--- config.mk ---
export PLATFORM = sky130hd
export DESIGN_NAME = serial_addsub32
export DESIGN_NICKNAME = d
export VERILOG_FILES = /design/src/rtl/addsub_pkg.sv /design/src/rtl/cla_digit.sv /design/src/rtl/serial_addsub32.sv
export SDC_FILE = /design/constraint.sdc
export NUM_CORES = 1
export LEC_CHECK = 0
export CORE_MARGIN = 2
export CORE_UTILIZATION = 35
export DETAILED_ROUTE_END_ITERATION = 6
export GPL_TIMING_DRIVEN = 0
export PLACE_DENSITY_LB_ADDON = 0.3
export SLEW_MARGIN = 40
export SYNTH_ARGS = -nofsm -noshare
export SYNTH_HDL_FRONTEND = slang
export SYNTH_SLANG_ARGS = --single-unit
--- constraint.sdc ---
create_clock -name clk -period 2 [get_ports clk]
set_input_delay 0.4 -clock clk [delete_from_list [all_inputs] [get_ports clk]]
set_output_delay 0.4 -clock clk [all_outputs]
set_load 0.005 [all_outputs]
--- src/rtl/addsub_pkg.sv ---
// Shared types and helpers for the digit-serial adder/subtractor.
package addsub_pkg;

    typedef enum logic [1:0] {
        ST_IDLE = 2'd0,
        ST_RUN  = 2'd1,
        ST_FIN  = 2'd2
    } state_t;

    localparam int DEFAULT_DIGIT = 4;

    function automatic int clog2(input int value);
        int r;
        r = 0;
        while ((1 << r) < value) r++;
        return r;
    endfunction

endpackage

--- src/rtl/cla_digit.sv ---
// One DIGIT-wide carry-lookahead slice: per-bit propagate/generate cells,
// lookahead carry chain, sum bits and group propagate/generate.
module cla_digit #(
    parameter int DIGIT = 4
) (
    input  logic [DIGIT-1:0] a,
    input  logic [DIGIT-1:0] b,
    input  logic             cin,
    output logic [DIGIT-1:0] sum,
    output logic             cout,
    output logic             gp,
    output logic             gg
);

    logic [DIGIT-1:0] p;
    logic [DIGIT-1:0] g;
    logic [DIGIT:0]   c;

    assign p = a ^ b;
    assign g = a & b;

    always_comb begin
        c[0] = cin;
        for (int i = 0; i < DIGIT; i++) begin
            c[i+1] = g[i] | (p[i] & c[i]);
        end
    end

    // Group terms let the caller form the slice carry without the bit chain.
    always_comb begin
        gg = 1'b0;
        for (int i = 0; i < DIGIT; i++) begin
            gg = g[i] | (p[i] & gg);
        end
    end

    assign gp   = &p;
    assign sum  = p ^ c[DIGIT-1:0];
    assign cout = c[DIGIT];

endmodule

--- src/rtl/serial_addsub32.sv ---
// Digit-serial WIDTH-bit adder/subtractor, DIGIT bits per clock, start/busy/done handshake.
// Optional ov/zero flags are built when ADDSUB_FLAGS_EN is defined.
module serial_addsub32
    import addsub_pkg::*;
#(
    parameter int WIDTH = 32,
    parameter int DIGIT = DEFAULT_DIGIT
) (
    input  logic             clk,
    input  logic             rst_n,
    input  logic             start,
    input  logic             sub,
    input  logic [WIDTH-1:0] a,
    input  logic [WIDTH-1:0] b,
    output logic             busy,
    output logic             done,
    output logic [WIDTH-1:0] s,
    output logic             co
`ifdef ADDSUB_FLAGS_EN
    ,
    output logic             ov,
    output logic             zero
`endif
);

    localparam int N  = WIDTH / DIGIT;
    localparam int CW = (N > 1) ? clog2(N) : 1;

    state_t           state;
    logic [WIDTH-1:0] opa;
    logic [WIDTH-1:0] opb;
    logic [WIDTH-1:0] acc;
    logic             carry;
    logic [CW-1:0]    cnt;

    logic [DIGIT-1:0] dsum;
    logic             dcout;
    logic             dgp;
    logic             dgg;
    logic [WIDTH-1:0] sum_full;

    cla_digit #(.DIGIT(DIGIT)) u_digit (
        .a    (opa[DIGIT-1:0]),
        .b    (opb[DIGIT-1:0]),
        .cin  (carry),
        .sum  (dsum),
        .cout (dcout),
        .gp   (dgp),
        .gg   (dgg)
    );

    // Result as it will look once the current (final) digit is shifted in.
    assign sum_full = {dsum, acc[WIDTH-1:DIGIT]};

    always_ff @(posedge clk or negedge rst_n) begin
        if (!rst_n) begin
            state <= ST_IDLE;
            opa   <= '0;
            opb   <= '0;
            acc   <= '0;
            carry <= 1'b0;
            cnt   <= '0;
            busy  <= 1'b0;
            done  <= 1'b0;
            s     <= '0;
            co    <= 1'b0;
`ifdef ADDSUB_FLAGS_EN
            ov    <= 1'b0;
            zero  <= 1'b0;
`endif
        end else begin
            case (state)
                ST_IDLE, ST_FIN: begin
                    done <= 1'b0;
                    if (start) begin
                        opa   <= a;
                        opb   <= b ^ {WIDTH{sub}};
                        carry <= sub;
                        cnt   <= '0;
                        busy  <= 1'b1;
                        state <= ST_RUN;
                    end else begin
                        state <= ST_IDLE;
                    end
                end
                ST_RUN: begin
                    acc   <= sum_full;
                    opa   <= opa >> DIGIT;
                    opb   <= opb >> DIGIT;
                    carry <= dgg | (dgp & carry);
                    cnt   <= cnt + CW'(1);
                    if (cnt == CW'(N - 1)) begin
                        s     <= sum_full;
                        co    <= dcout;
                        busy  <= 1'b0;
                        done  <= 1'b1;
                        state <= ST_FIN;
`ifdef ADDSUB_FLAGS_EN
                        // Carry into the MSB recovered from its sum bit and operand bits.
                        ov    <= (dsum[DIGIT-1] ^ opa[DIGIT-1] ^ opb[DIGIT-1]) ^ dcout;
                        zero  <= (sum_full == '0);
`endif
                    end
                end
                default: begin
                    state <= ST_IDLE;
                    busy  <= 1'b0;
                    done  <= 1'b0;
                end
            endcase
        end
    end

endmodule

# Word-level counts from Yosys, hierarchy flattened

Cells that the tools add are included.

Add/sub/neg operators: 1
Eq/ne operators: 5
Muxes and demuxes: 16
Bitwise operators: 20
Reductions and logical operators: 7

Operators by type and width:

| kind                                           | number |
|---|---|
| one-hot mux 32 bit (2 select lines)            | 2 |
| two-way mux 32 bit                             | 2 |
| XOR 32 bit                                     | 1 |
| AND 1 bit                                      | 8 |
| OR 1 bit                                       | 8 |
| XOR 4 bit                                      | 2 |
| two-way mux 1 bit                              | 6 |
| one-hot mux 3 bit (2 select lines)             | 1 |
| AND reduction 2 bit                            | 3 |
| AND 4 bit                                      | 1 |
| inequality test 2 bit (second input constant)  | 2 |
| one-hot mux 1 bit (2 select lines)             | 2 |
| one-hot mux 2 bit (2 select lines)             | 1 |
| AND reduction 4 bit                            | 1 |
| adder 3 x 1 -> 3 bit (second input constant)   | 1 |
| == test 3 bit (second input constant)          | 1 |
| two-way mux 3 bit                              | 1 |
| == test 2 x 1 -> 1 bit (second input constant) | 1 |
| == test 2 bit (second input constant)          | 1 |
| zero test 2 bit                                | 1 |
| two-way mux 2 bit                              | 1 |
| nonzero test 2 bit                             | 1 |
| OR reduction 2 bit                             | 1 |

Flip-flop bits (word level): 137
Input bits: 68
Output and inout port bits: 35
Word-level logic and storage cells: 59

# Depth between registers and ports, before layout

Gate-level depths: netlist of the first run.

Depth in word-level cells: 9
Mapped depth: 8
Depth with buffers taken out: 8

# Hierarchy

From an unflattened synthesis of the first run, not the netlist that was laid out.

Cells, all modules: 513
Area, all modules: 5736.8 um2

By module, submodules not included:

| module          | times used | cells each | area an instance (um2) | seq. area each (um2) |
|---|---|---|---|---|
| serial_addsub32 | 1          | 490        | 5541.6                 | 3303.2 |
| cla_digit       | 1          | 23         | 195.2                  | 0.0 |

# Worst setup path after synthesis of the first run

OpenSTA, ideal clock, no wires.

Path type: register to register
From: reg opa[0]
To: reg acc[31]
Library setup time: 0.083 ns
Arrival time: 1.991 ns
Data required time: 1.917 ns
Setup slack: -0.074 ns
Stages on the path, launching flop included: 9
Path buffers: 0
Clock period less this slack: 2.074 ns
Path through: dfrtp_1 > inv_1 > fa_1 > inv_1 > fa_1 > fa_1 > inv_1 > fa_1 > o21ai_0

Cells in the longest elaborated chain, start to end: 8
Elaborated cells on any way between the ends: 9
Those cells by class: 9 x bitwise

Ends and longest elaborated chain:

| element                | line                  | source |
|---|---|---|
| start, declared        | serial_addsub32.sv:30 | `logic [WIDTH-1:0] opa;` |
| start signal, assigned | serial_addsub32.sv:88 | `opa <= opa >> DIGIT;` |
| XOR 4 bit              | cla_digit.sv:19       | `assign p = a ^ b;` |
| AND 1 bit              | cla_digit.sv:25       | `c[i+1] = g[i] \| (p[i] & c[i]);` |
| OR 1 bit *             | cla_digit.sv:25       |  |
| AND 1 bit *            | cla_digit.sv:25       |  |
| OR 1 bit *             | cla_digit.sv:25       |  |
| AND 1 bit *            | cla_digit.sv:25       |  |
| OR 1 bit *             | cla_digit.sv:25       |  |
| XOR 4 bit *            | cla_digit.sv:38       | `assign sum = p ^ c[DIGIT-1:0];` |
| end signal, assigned   | serial_addsub32.sv:87 | `acc <= sum_full;` |
| end, declared          | serial_addsub32.sv:32 | `logic [WIDTH-1:0] acc;` |

Mark *: on every way between the ends. The rest lies on a longest branch, timed or not.
A chain may end at the register's enable or synchronous reset.

# Worst setup path in the final report of the first run

From: reg opb[0]
To: reg s[31]

Cells in the longest elaborated chain, start to end: 8
Elaborated cells on any way between the ends: 9
Those cells by class: 9 x bitwise

Ends and longest elaborated chain:

| element                | line                  | source |
|---|---|---|
| start, declared        | serial_addsub32.sv:31 | `logic [WIDTH-1:0] opb;` |
| start signal, assigned | serial_addsub32.sv:77 | `opb <= b ^ {WIDTH{sub}};` |
| start signal, assigned | serial_addsub32.sv:89 | `opb <= opb >> DIGIT;` |
| XOR 4 bit              | cla_digit.sv:19       |  |
| AND 1 bit              | cla_digit.sv:25       |  |
| OR 1 bit *             | cla_digit.sv:25       |  |
| AND 1 bit *            | cla_digit.sv:25       |  |
| OR 1 bit *             | cla_digit.sv:25       |  |
| AND 1 bit *            | cla_digit.sv:25       |  |
| OR 1 bit *             | cla_digit.sv:25       |  |
| XOR 4 bit *            | cla_digit.sv:38       |  |
| end signal, assigned   | serial_addsub32.sv:93 | `s <= sum_full;` |
| end, declared          | serial_addsub32.sv:17 | `output logic [WIDTH-1:0] s,` |

Marks and branches as above.

==> results of run 1 <==
[layer usage]
metal	GRT usage, %	vias up	part of all wire, %
met1	20.2	2103	45
met5	0	-	0
met3	4.90	6	5.9
met4	5.07	0	0.41
li1	-	2020	-
met2	25.0	117	48
[worst paths after layout]
kind                               startpoint                  to  slack [ns]
setup / recovery           opb[0]$_DFFE_PN0P_   s[31]$_DFFE_PN0P_       -0.08
hold / removal                            sub  opb[1]$_DFFE_PN0P_        0.46
setup reg to reg           opb[0]$_DFFE_PN0P_   s[31]$_DFFE_PN0P_       -0.08
hold reg to reg            acc[4]$_DFFE_PN0P_  acc[4]$_DFFE_PN0P_        0.48
max in group asynchronous               rst_n  opa[2]$_DFFE_PN0P_        0.79
min in group asynchronous               rst_n   s[22]$_DFFE_PN0P_        0.50
[power by group]
group          total [mW]  internal [mW]  leakage [nW]  switching (mW)
clock network        3.30           2.09         0.289            1.21
registers            4.70           3.89          1.66           0.807
logic                4.30           2.23          1.54            2.07
[cell type report]
| type | instances | area, µm² |
|---|---|---|
| Inverter | 8 | 30.0 |
| Tap cell | 216 | 270 |
| Fill cell | 1459 | 8210 |
| Sequential cell | 132 | 3300 |
| Multi-Input combinational cell | 329 | 2160 |
| Timing Repair Buffer | 106 | 1080 |
| Clock buffer | 17 | 425 |
| Buffer | 39 | 203 |
| Clock inverter | 15 | 205 |
[cell usage in the layout (no fill, tap or decap), types with 3 or more instances in the layout]
cell | netlist | routed
sky130_fd_sc_hd__ha_1 | 6 | 6
sky130_fd_sc_hd__nand3_1 | 28 | 28
sky130_fd_sc_hd__nor2_1 | 31 | 31
sky130_fd_sc_hd__buf_2 | 20 | 18
sky130_fd_sc_hd__buf_4 | 3 | 6
sky130_fd_sc_hd__a22o_1 | 10 | 10
sky130_fd_sc_hd__clkbuf_1 | 14 | 14
sky130_fd_sc_hd__o21ai_0 | 10 | 8
sky130_fd_sc_hd__clkdlybuf4s50_1 | 0 | 100
sky130_fd_sc_hd__a22oi_1 | 26 | 26
sky130_fd_sc_hd__xnor2_1 | 28 | 28
sky130_fd_sc_hd__clkinvlp_4 | 0 | 6
sky130_fd_sc_hd__inv_1 | 8 | 5
sky130_fd_sc_hd__xor2_1 | 4 | 4
sky130_fd_sc_hd__clkbuf_16 | 0 | 17
sky130_fd_sc_hd__dfrtp_1 | 132 | 132
sky130_fd_sc_hd__mux2_2 | 30 | 30
sky130_fd_sc_hd__nand2_1 | 110 | 110
sky130_fd_sc_hd__inv_2 | 0 | 3
sky130_fd_sc_hd__a221o_1 | 30 | 30
sky130_fd_sc_hd__inv_6 | 0 | 3
sky130_fd_sc_hd__bufinv_16 | 0 | 4
[kinds of logic after synthesis]
family / count (synthesis)
adder cells (fa/ha/maj): 10
multiplexers: 30
flip-flops: 132
XOR/XNOR: 32
buffers and inverters: 47
AND/OR/NAND/NOR: 178
AO/OA/AOI/OAI: 79
[metrics by stage]
step | util [%] | setup TNS (ns) | power, mW | cell area [µm²] | cells
2_1_floorplan | - | 0 | 7.23 | 5690 | 508
3_3_place_gp | 43.9 | -590.04 | 8.82 | 6970 | 825
3_5_place_dp | 44.1 | -0.307 | 9.02 | 7010 | 826
4_1_cts | 48.2 | -0.193 | 12.4 | 7650 | 860
5_1_grt | 48.3 | -0.372 | 13.1 | 7670 | 862
6_report | 48.3 | -0.156 | 12.3 | 7670 | 862
[critical path: cells and delay by family, from the launching register on]
kind	cells	cell delay, ns
adder cells (fa/ha/maj)	4	1.27
AO/OA/AOI/OAI	1	0.14
buffers and inverters	3	0.18
flip-flops	1	0.41
[state kept, by name (all words and copies together), names as in the netlist]
| register | count |
|---|---|
| opa | 32 |
| s | 32 |
| state | 2 |
| opb | 32 |
| cnt | 3 |
| co | 1 |
| carry | 1 |
| busy | 1 |
| acc | 28 |
[what timing repair did]
item,in CTS,in global routing
hold buffers,1,0
setup endpoints to repair,4,27
buffers inserted,1,2
resized for setup,0,4
endpoints found under the hold margin,55,0
gates cloned,0,0
pin swaps,1,2
==> results list, run 1 <==
- Cell count after synthesis: 508
- The HPWL after detailed placement is 9340 µm.
- Height of the die: 131 µm
- Of the total synthesized cell area, the portion taken by XOR and XNOR cells is 4.93%.
* Syn_nets: 586
- F_max: 0.480 GHz
- Area added between synthesis and finish: 34.9%
- Entering global routing, the biggest net connects 78 pins.
- Clock net sink count: 132
- Of all cell types, the one taking the most synthesized area is sky130_fd_sc_hd__dfrtp_1.
* Compound-cell area share of the yosys netlist: 11.5%
* Longest Clk Path Bufs: 2
- The number of global-route vias before repair came to 4,229.
* Most frequent cells after synthesis: 132 x sky130_fd_sc_hd__dfrtp_1, 110 x sky130_fd_sc_hd__nand2_1, 31 x sky130_fd_sc_hd__nor2_1
* Number of maximum-capacitance constraint violations: 0
* Dominant synthesized flop cell: sky130_fd_sc_hd__dfrtp_1
* Global-route wire length before repair: 21,500 µm
* Leak Pwr: 3.49 nW
- After detailed routing, the total wire length is 13,000 µm.
- Routability-driven placement finished with a final weighted congestion of 0.773.
* H-tree levels: 4
- The cell sitting at the root of the clock tree is a sky130_fd_sc_hd__clkbuf_16.
- STA classifies the critical path endpoint as a flop.
- Synth async-reset ratio: 100%
- Shortest clock period the worst path allows after layout: 2.08 ns
- Antenna violations before repair: 0
- The worst-case IR drop observed on VDD is 0.737 mV.
- The number of pins with negative max-slew slack in the final report came to 0.
- Violations in the final reports: setup timing
- Post-synthesis average cell area: 11.2 µm²
* Drt first-iter violations: 274
- By startpoint and endpoint, the worst setup path is classified as reg -> reg.
- Final #Nets: 711
- Initial core utilization: 35.8%
* Worst-case hold slack: 0.460 ns
* Crit-path max FO: 2
* Largest family of logic cells by synthesized area: simple AND/OR/NAND/NOR gates
- Timing analysis after detailed placement gives a worst setup slack of -0.128 ns.
* Remaining DRCs: 0
* Number of flops mapped to enable cells by yosys: 0
- Summing the sequential cell areas from Yosys gives 58.1% of the chip area.
- Average wire per standard cell: 15.1 µm
- Part of the cycle the worst path needs: 104%
- Total number of vias: 4,246
* Horizontal die dimension: 131 µm
- Setup slack of the critical path after layout: -0.0825 ns
- Count of standard-cell rows: 46
- CP Cell Sequence: inv_2, fa_1, inv_1, fa_2, fa_2, inv_2, fa_1, o21ai_1
- Setup repair after global routing missed its margin: yes
- The slowest stage of the critical path is the sky130_fd_sc_hd__fa_1 cell.
- Relative slew slack: 62.8%
- The worst setup path is launched from a flop.
- After synthesis the cells add up to 5690 µm².
* Count leader, synth: sky130_fd_sc_hd__dfrtp_1
- The repair_antennas step left the layout with diodes totalling 0.
- During synthesis, Yosys emitted a total of 0 warnings.
- On the final layout, the worst clock skew is 0.00558 ns.
- The floorplan step defined a die boundary enclosing 17,300 µm².
- In this run the remaining antenna-violating nets after routing total 0.
* Share of layout cells above drive strength 1: 15.2%
* Hold Fails Final Rpt: 0
* Adder-Cell Fraction of Synth Area: 2.73%
- Total grt overflow: 0
- For this run, the detailed router's first-pass iteration total came to 6.
- Number of top-level design ports: 103
- Of the post-synthesis cell area, the part taken by muxes is 5.94%.
- Required arrival time at the worst endpoint: 2.34 ns
* Number of buffers created by CTS: 17
* Top post-synthesis cells by area: sky130_fd_sc_hd__dfrtp_1 58%, sky130_fd_sc_hd__nand2_1 7.3%, sky130_fd_sc_hd__mux2_2 5.9%
- Using the TritonRoute via totals, the vias-per-cell ratio works out to 4.93.
* Synthesized flop and latch total: 132
* Worst Hold Path Cells: 4
- The floorplan step defined a core boundary enclosing 15,900 µm².
* Class of the tightest hold or removal check: in -> reg
- TritonCTS clock tree: yes
* CTS clk-pin slew, worst paths: 0.06 ns
- Power spread over the standard cell area amounts to 1600 nW/µm².
- Basic-gate share of the synthesized area counting and, or, nand and nor cells: 12.8%
- On the worst path, the slowest cell contributes a delay of 0.44 ns.
- Source-to-sink clock delay at the later pin of the worst-skew pair: 0.42 ns
* Status: finished with violations
- Post-synth cell types: 27
* Worst EP arrival: 2.43 ns
* Number of buffer cells added on primary ports: 101
- Across every metal layer, demand over resource in global routing totals 15.6%.
* Number of cells on the worst reg-to-reg path: 8
- Summed over its instances, the top area cell type makes up 58.1% of the synthesized netlist area.
* Setup-violating endpoint count in the final report: 2
- For the pin with the worst max-slew slack, the measured transition is 0.558 ns.
(Power assumes the default switching activity.)
==> run 2: changes to the inputs <==
Settings changed: CORE_UTILIZATION 35 to 47.
==> run 2 against run 1 <==
Compared with the run above:
- the flow still finishes with violations (setup timing)
- first-iteration DRC count is 54% higher
- hold slack better by 0.016 ns
- cell area is 1.6% lower
- critical path depth stayed put
- sequential cell count stayed put
- clock skew is 0.0011 ns higher
- critical endpoint is now acc[31]$_DFFE_PN0P_
==> results list, run 2 (synthesis gave the netlist of run 1 again) <==
- Required arrival time at the worst endpoint: 2.33 ns (about the same)
- Vias in the first global route: 4,346 (+2.8%)
- The library cell used most frequently in the layout, excluding fill and tap cells, is sky130_fd_sc_hd__dfrtp_1.
- The clock-pin slew on the worst setup and hold paths came to 0.05 ns (about the same).
- Height of the die: 114 µm (-13%)
- Grouping stages by cell kind, the critical path spends the most delay in adder cells.
- Relative to the synthesized area, the layout overhead comes to 32.7%.
- Antenna violations before repair: 0 (unchanged)
* Residual antenna-violating net count after detailed routing: 0 (unchanged)
- Final antenna diode count: 0 (unchanged)
* Worst EP arrival: 2.45 ns (+0.02 ns)
- The area of the die came to 13,000 µm² (-25%).
* Drt first-iter violations: 421 (+54%)
- Relative slew slack: 61.3% (-1.4 points)
* Share of layout cells above drive strength 1: 14.7% (-0.51 points)
- Longest Clk Path Bufs: 2 (unchanged)
- Pin count of the biggest net entering global routing: 78 (unchanged)
- Shortest clock period the worst path allows after layout: 2.12 ns (+0.0358 ns)
* Average wire per standard cell: 16.1 µm (+6.2%)
- Setup repair after global routing missed its margin: yes
* Class of the tightest hold or removal check: in -> reg
- The wire length of the first global-routing pass came to 21,300 µm (-0.93%).
* Final-report max-slew violation count: 0 (unchanged)
* Library cell contributing the largest single delay on the critical path: sky130_fd_sc_hd__fa_1
- Horizontal die dimension: 114 µm (-13%)
- The worst-case setup margin in the final layout was -0.118 ns (-0.0358 ns).
* Post-detailed-placement half-perimeter wirelength: 8900 µm (-4.7%)
* Layout fillers: 941 (-36%)
- Peak per-stage delay on the critical path: 0.44 ns (about the same)
* Total number of vias: 4,200 (-1.1%)
- The final count of negative-setup-slack endpoints came to 2 (unchanged).
* Vias per inst: 5.33 (+8.2%)
* Element type at the critical path end: flop
- Setup Slack @ Placement: -0.176 ns (-0.0478 ns)
- Highest ir drop seen on vdd: 0.767 mV (+4.0%)
* Violations in the final reports: setup timing
- Count of standard-cell rows: 40 (-13%)
- The weighted congestion at the end of routability-driven global placement is 0.808 (+4.5%).
- Leak Pwr: 3.48 nW (-0.18%)
* Hold Fails Final Rpt: 0 (unchanged)
* Source-to-sink clock delay at the later pin of the worst-skew pair: 0.41 ns (about the same)
* Clock net sink count: 132 (unchanged)
* Final #Nets: 710 (-0.14%)
- Remaining DRCs: 0 (unchanged)
- In the final layout, the registers with the most flip-flops are opa: 32 flops, opb: 32 flops, s: 32 flops.
- The number of max-cap violations came to 0 (unchanged).
* Worst Skew: 0.00667 ns (+0.00109 ns)
- Slew of the pin with the lowest slew margin: 0.580 ns (+0.0216 ns)
* Summed negative setup slack over all endpoints: -0.231 ns (-0.0757 ns)
- The standard cell core area was 11,900 µm² (-25%).
- TritonCTS built the clock tree.
- Status: finished with violations
* Crit-path max FO: 2 (unchanged)
* Initial core utilization: 47.7% (+12 points)
- The first-pass detailed-route iteration total was 5 (-1).
- STA classifies the critical path startpoint as a flop.
- Buffers plus inverters on the worst setup path: 3 (unchanged)
- Top library cells by usage in the layout, fill and taps aside: 132 x sky130_fd_sc_hd__dfrtp_1, 110 x sky130_fd_sc_hd__nand2_1, 100 x sky130_fd_sc_hd__clkdlybuf4s50_1
- The count of buffers from port buffering was 101 (unchanged).
- Walking the worst path, the cells encountered are inv_2, fa_2, inv_2, fa_2, fa_2, inv_2, fa_1, o21ai_1.
* Part of the cycle the worst path needs: 106% (+1.8 points)
- Power density over the cells: 1590 nW/µm² (-0.49%)
- Number of top-level design ports: 103 (unchanged)
- Clock tree root driver cell: sky130_fd_sc_hd__clkbuf_16
- The setup path with the least slack is of type reg -> reg.
- H-tree levels: 4 (unchanged)
- The number of buffers added by the clock tree synthesis step is 17 (unchanged).
- The overall routing resource usage was 21.0% (+5.4 points).
* Wire length reported by the detailed router: 12,700 µm (-2.9%)
* Total grt overflow: 0 (unchanged)
- The maximum clock frequency came to 0.472 GHz (-1.7%).
-- run 2: cell count changes in the layout (fill, tap and decap cells not counted), moves of 2 or more --
cell and delta:
sky130_fd_sc_hd__inv_1 -2, sky130_fd_sc_hd__clkbuf_1 +2, sky130_fd_sc_hd__bufinv_16 -2, sky130_fd_sc_hd__inv_2 +2, sky130_fd_sc_hd__inv_6 -3, sky130_fd_sc_hd__clkbuf_8 +5, sky130_fd_sc_hd__clkinvlp_4 -5
-- run 2: per-layer routing --
layer  global-route usage [%]  vias up  wire length (µm)
li1                         -     1999                 -
met1                     27.8     2065              5640
met2                     34.0      128              6170
met3                     6.64        8               775
met4                     5.37        0                80
met5                        0        -                 0
-- run 2: final timing paths --
check	endpoint	start	slack, ns	cells after the start
max	acc[31]$_DFFE_PN0P_	opb[0]$_DFFE_PN0P_	-0.12	8
min	opb[1]$_DFFE_PN0P_	sub	0.48	4
max reg2reg	acc[31]$_DFFE_PN0P_	opb[0]$_DFFE_PN0P_	-0.12	8
min reg2reg	acc[4]$_DFFE_PN0P_	acc[4]$_DFFE_PN0P_	0.48	2
max in group asynchronous	cnt[0]$_DFFE_PN0P_	rst_n	0.85	4
min in group asynchronous	s[27]$_DFFE_PN0P_	rst_n	0.57	3
-- run 2: cell type report --
class / count / area (µm²) / area share [%]
multi-input cells: 329 / 2160 / 28.7
inverters: 8 / 30.0 / 0.398
repair buffers: 105 / 1090 / 14.4
clock inverters: 4 / 72.6 / 0.961
plain buffers: 39 / 205 / 2.72
flip-flops and latches: 132 / 3300 / 43.8
well taps: 147 / 184 / 2.44
clock buffers: 24 / 502 / 6.65
-- run 2: power by group --
| group | switching [mW] | total [mW] | internal (mW) |
|---|---|---|---|
| clock | 1.06 | 3.03 | 1.97 |
| combinational | 2.09 | 4.31 | 2.22 |
| sequential | 0.801 | 4.70 | 3.89 |
-- run 2: what timing repair did --
| item | CTS | global route |
|---|---|---|
| hold endpoints to repair | 76 | 0 |
| setup endpoints to repair | 4 | 26 |
| setup buffers | 1 | 0 |
| hold buffers | 1 | 0 |
| pin swaps | 2 | 3 |
| cloned | 0 | 0 |
| resized for setup | 4 | 6 |
-- run 2: tightest hold or removal path, delay by kind of cell --
family          cells  cell delay (ns)
buf+inv             1             0.16
xor+xnor            1             0.08
compound gates      1             0.11
simple gates        1             0.09
-- run 2: stage by stage --
step	hold slack, ns	util (%)	power [mW]	area [µm²]	std cells
after floorplan	0.104	-	7.23	5690	508
after global placement	0.459	57.8	8.76	6890	756
after detailed placement	0.420	58.3	9.00	6950	758
after CTS	0.457	63.3	12.1	7540	788
after global routing	0.502	63.4	12.9	7550	788
final	0.476	63.4	12.0	7550	788
==> RTL change 1, RTL diff (config.mk and constraints of run 2) <==
The option `ADDSUB_FLAGS_EN` is turned on by a define.
--- a/src/rtl/serial_addsub32.sv
+++ b/src/rtl/serial_addsub32.sv
@@ -1,5 +1,7 @@
 // Digit-serial WIDTH-bit adder/subtractor, DIGIT bits per clock, start/busy/done handshake.
 // Optional ov/zero flags are built when ADDSUB_FLAGS_EN is defined.
+`define ADDSUB_FLAGS_EN
+
 module serial_addsub32
     import addsub_pkg::*;
 #(
Function (old outputs only; new: ov and zero): kept (equiv_simple and equiv_induct, registers matched by name and starting in step).
==> RTL change 1 against run 2 <==
- the flow still finishes with violations (negative setup slack)
- setup slack worse by 390 ps
- critical path depth is 3 higher
- cell count increased by 4.4%
- first-iteration DRC count shrank 35%
- wire length up 1.8%
- sequential cell count increased by 2
- clock power rose by 9.6%
- non-clock buffer count rose by 8
- power is 9.3% higher
- cell area up 3.5%
- synthesized area grew 2.0%
- largest power group is now combinational logic
==> RTL change 1: results <==
set metrics [dict create \
    core_area_um2 12000 \
    dp_cells 781 \
    place_congestion 0.848 \
    multi_input_area_share_pct 28.9 \
    fin_cells 823 \
    timing.rr.start "opa[0]" \
    vias_per_cell 5.26 \
    comb.multi_input.count 350 \
    worst_pin_slew_ps 552 \
    ir_drop_v 0.000688 \
    num-nets-final 741 \
    buf_share_pct 17.4 \
    final-setup-viol-count 4 \
    fin_ws_ps -511 \
    port_buffers 103 \
    seq_area_frac_synth_pct 57.8 \
    clk_path_buf_depth 2 \
    dpl.hpwl_mm 9.15 \
    cts-resized-gates 8 \
    fillers 935 \
    track_usage_pct 21.0 \
    drt_wl_total_mm 12.9 \
    combPwrFrac_pct 37.9 \
    failed_checks "negative setup slack" \
    first_iter_violations 273 \
    p_per_area_nw_per_um2 1680 \
    grt_pass1_vias 4358 \
    drive_gt1_share_pct 15.8 \
    syn-num-nets 607 \
    nNonClkBuffers 152 \
    postCtsSetupBuffers 6 \
    internal_power_mw 8.72 \
    fin_skew_ps 8.07 \
    status "complete, but fails checks" \
    grt_max_degree 66 \
    flops_and_latches 134 \
    cts_buffers 17 \
    place_ws_ps -651 \
    cp_slowest_cell "fa_2" \
    hold_class "in2async" \
    grt_pass1_wl_mm 21.5 \
    ys_warn_count 0 \
    crit_path_max_fanout 3 \
    seq_share_pct 42.9 \
    r2r_end "ov" \
    postSynthAreaPerCell_um2 11.0 \
    seq-power_mw 4.84 \
    clock_area_share_pct 8.04 \
    clkbuf_count 19 \
    synth_area_leaders "dfrtp_1 58%, nand2_1 9.5%, xnor2_1 5.3%" \
    synthTopCellsByCount "146 x nand2_1, 134 x dfrtp_1, 35 x xnor2_1" \
    placed_area_um2 7080 \
    leakage_nw 3.59 \
]
RTL change 1: metrics by stage:
step                TNS (ps)  hold WS (ps)  utilization, %
floorplan               -783           104               -
global placement     -610040           458            58.4
detailed placement     -2810           227            58.9
CTS                    -1560           379            64.8
global route           -2130           387            65.0
finish                 -1590           386            65.0
RTL change 1: kinds of logic after synthesis:
| family | synth area share, % |
|---|---|
| simple gates | 13.4 |
| flops | 57.8 |
| compound gates | 11.2 |
| buf+inv | 3.80 |
| xor+xnor | 5.29 |
| mux | 5.83 |
| fa+ha+maj | 2.68 |
RTL change 1: worst max-delay path: cells and delay by family, from the launching register on:
| family | cells | cell delay, ps |
|---|---|---|
| adder cells (fa/ha/maj) | 4 | 1330 |
| flip-flops | 1 | 390 |
| AO/OA/AOI/OAI | 1 | 70 |
| XOR/XNOR | 2 | 270 |
| buffers and inverters | 4 | 320 |
RTL change 1: layer usage:
metal	GRT usage [%]	wire [um]
met1	28.4	5910
met5	0	0
met4	7.63	146
met3	5.32	568
met2	33.1	6270
==> RTL change 2, RTL diff (flow settings as in run 2) <==
Made on the original files. Register the inputs `start`, `sub`, `a` and `b` before use. The logic sees them one clock later.
--- a/src/rtl/serial_addsub32.sv
+++ b/src/rtl/serial_addsub32.sv
@@ -25,6 +25,18 @@
 
     localparam int N  = WIDTH / DIGIT;
     localparam int CW = (N > 1) ? clog2(N) : 1;
+
+    logic start_q;
+    logic sub_q;
+    logic [WIDTH-1:0] a_q;
+    logic [WIDTH-1:0] b_q;
+
+    always_ff @(posedge clk) begin
+        start_q <= start;
+        sub_q   <= sub;
+        a_q     <= a;
+        b_q     <= b;
+    end
 
     state_t           state;
     logic [WIDTH-1:0] opa;
@@ -72,10 +84,10 @@
             case (state)
                 ST_IDLE, ST_FIN: begin
                     done <= 1'b0;
-                    if (start) begin
-                        opa   <= a;
-                        opb   <= b ^ {WIDTH{sub}};
-                        carry <= sub;
+                    if (start_q) begin
+                        opa   <= a_q;
+                        opb   <= b_q ^ {WIDTH{sub_q}};
+                        carry <= sub_q;
                         cnt   <= '0;
                         busy  <= 1'b1;
                         state <= ST_RUN;
Function: changed (Yosys sat finds a counterexample within 4 cycles, from zero or initial values and one cycle with rst_n low).
==> RTL change 2 against run 2 <==
- the flow still finishes with violations (negative setup slack)
- maximum frequency grew 2.4%
- power grew 14%
- synthesized area grew 23%
- setup slack gained 49 ps
- wire length grew 8.4%
- sequential cell count grew 66
- sequential power grew 30%
- global-route usage shrank 3.1 points
- cell area grew 18%
- clock skew grew 12 ps
- largest cell class unchanged
- highest routed layer unchanged
==> RTL change 2: results <==
set metrics [dict create \
    status "complete, but fails checks" \
    failed_checks "negative setup slack" \
    worst_path_largest_cell_delay_ps 420 \
    crit_path_max_fanout 2 \
    drt-wirelength-per-cell_um 15.3 \
    seq_area_frac_synth_pct 66.0 \
    grt_pass1_vias 4686 \
    ir_drop_v 0.000816 \
    drive_gt1_share_pct 13.6 \
    leakage_nw 4.08 \
    cp_top_family "adder cells" \
    yosysUniqueCellTypes 28 \
    timing.rr.start "opb[0]" \
    fin_ws_ps -69.3 \
    synth_ff_type "dfrtp_1" \
    track_usage_pct 17.9 \
    cp_slowest_cell "dfrtp_1" \
    synthTopCellsByCount "132 x dfrtp_1, 110 x nand2_1, 66 x dfxtp_1" \
    dpl.hpwl_mm 9.59 \
    num_vias 4572 \
    synthArstFlopShare_pct 66.7 \
    clkTransAtPathRegs_ps 80 \
    cts_root_buf "clkbuf_16" \
    cts_buffers 17 \
    worst_skew_pair.late_latency_ps 440 \
    clk_path_buf_depth 2 \
    initial_utilization_pct 48.2 \
    crit_type "reg2reg" \
    hold_class "in2reg" \
    vias_per_cell 5.10 \
    h-tree-depth 4 \
    ys_warn_count 0 \
    dp_cells 861 \
    fin_skew_ps 19.1 \
    critPathArrivalTime_ps 2430 \
    grt_max_degree 77 \
    final-setup-viol-count 2 \
    min-delay-start "b[20]" \
    first_iter_violations 474 \
    antenna_cells 0 \
    worst_pin_slew_ps 490 \
    postSynthAreaPerCell_um2 12.2 \
    synth_area_leaders "dfrtp_1 47%, dfxtp_1 19%, nand2_1 5.9%" \
    antenna_found_initial 0 \
    syn-num-nets 652 \
    place_congestion 0.829 \
    port_buffers 102 \
    grt_pass1_wl_mm 22.8 \
    num-nets-final 777 \
    fillers 1183 \
    drtPass1Iterations 5 \
]
==> RTL change 2: changes by cell type after synthesis <==
cell,change
dfxtp_1,+66
==> RTL change 2: cell type report <==
type,count,area [um^2],share of cell area [%]
inverters,8,30.0,0.336
well taps,184,230,2.58
plain buffers,39,203,2.27
multi-input cells,329,2160,24.2
clock inverters,11,95.1,1.06
repair buffers,106,1080,12.1
clock buffers,21,514,5.75
flip-flops and latches,198,4620,51.8
==> RTL change 2: worst register-to-register path: stages (launching register included) <==
cell	delay (ps)
dfrtp_1	420
inv_2	70
fa_1	160
inv_1	50
fa_2	340
fa_2	350
inv_2	60
fa_1	410
o21ai_1	130
==> RTL change 2: stage by stage <==
step	setup TNS [ps]	cell area [um^2]	total power, mW	worst slack, ps
final	-129	8940	13.7	-69.3
after global routing	-271	8940	14.6	-144
after CTS	-96.4	8920	13.8	-49.0
after detailed placement	-235	8300	10.3	-106
after global placement	-565620	8260	10.1	-4290
after floorplan	0	7010	8.60	26.6
==> RTL change 2: cells by family after synthesis <==
| kind of cell | after synthesis | synth area share (%) |
|---|---|---|
| muxes | 30 | 4.82 |
| AOI/OAI and AO/OA | 79 | 9.36 |
| buffers and inverters | 47 | 3.25 |
| DFF | 198 | 66.0 |
| and+or+nand+nor | 178 | 10.4 |
| xor gates and xnor gates | 32 | 4.00 |
| adders and majority gates | 10 | 2.21 |
==> RTL change 2: power breakdown <==
| part | switching (mW) | total [mW] | internal (mW) |
|---|---|---|---|
| registers | 0.854 | 6.10 | 5.24 |
| logic | 2.03 | 4.20 | 2.17 |
| clock network | 1.56 | 3.45 | 1.89 |
| total | 4.45 | 13.7 | 9.30 |
==> RTL change 2: path summary, 6_finish.rpt <==
check                      cells past startpoint  endpoint  slack, ps
setup / recovery                               8     s[31]        -70
hold / removal                                 1   b_q[20]        390
setup reg to reg                               8     s[31]        -70
hold reg to reg                                2   opa[22]        450
max in group asynchronous                      3     s[31]        820
min in group asynchronous                      2     s[25]        470
==> RTL change 2: timing repair <==
item                       in CTS  in global routing
hold buffers                    1                  0
gates resized for setup         2                  3
setup endpoints to repair       3                 15
hold endpoints to repair       56                  0
setup buffers                   1                  1
pin swaps                       1                  1
gates cloned                    0                  0
==> RTL change 2: metal layers <==
metal  wire, um  track usage (%)
met3        540             4.42
met5          0                0
met2       6440             28.1
met1       6590             24.5
met4        161             6.59
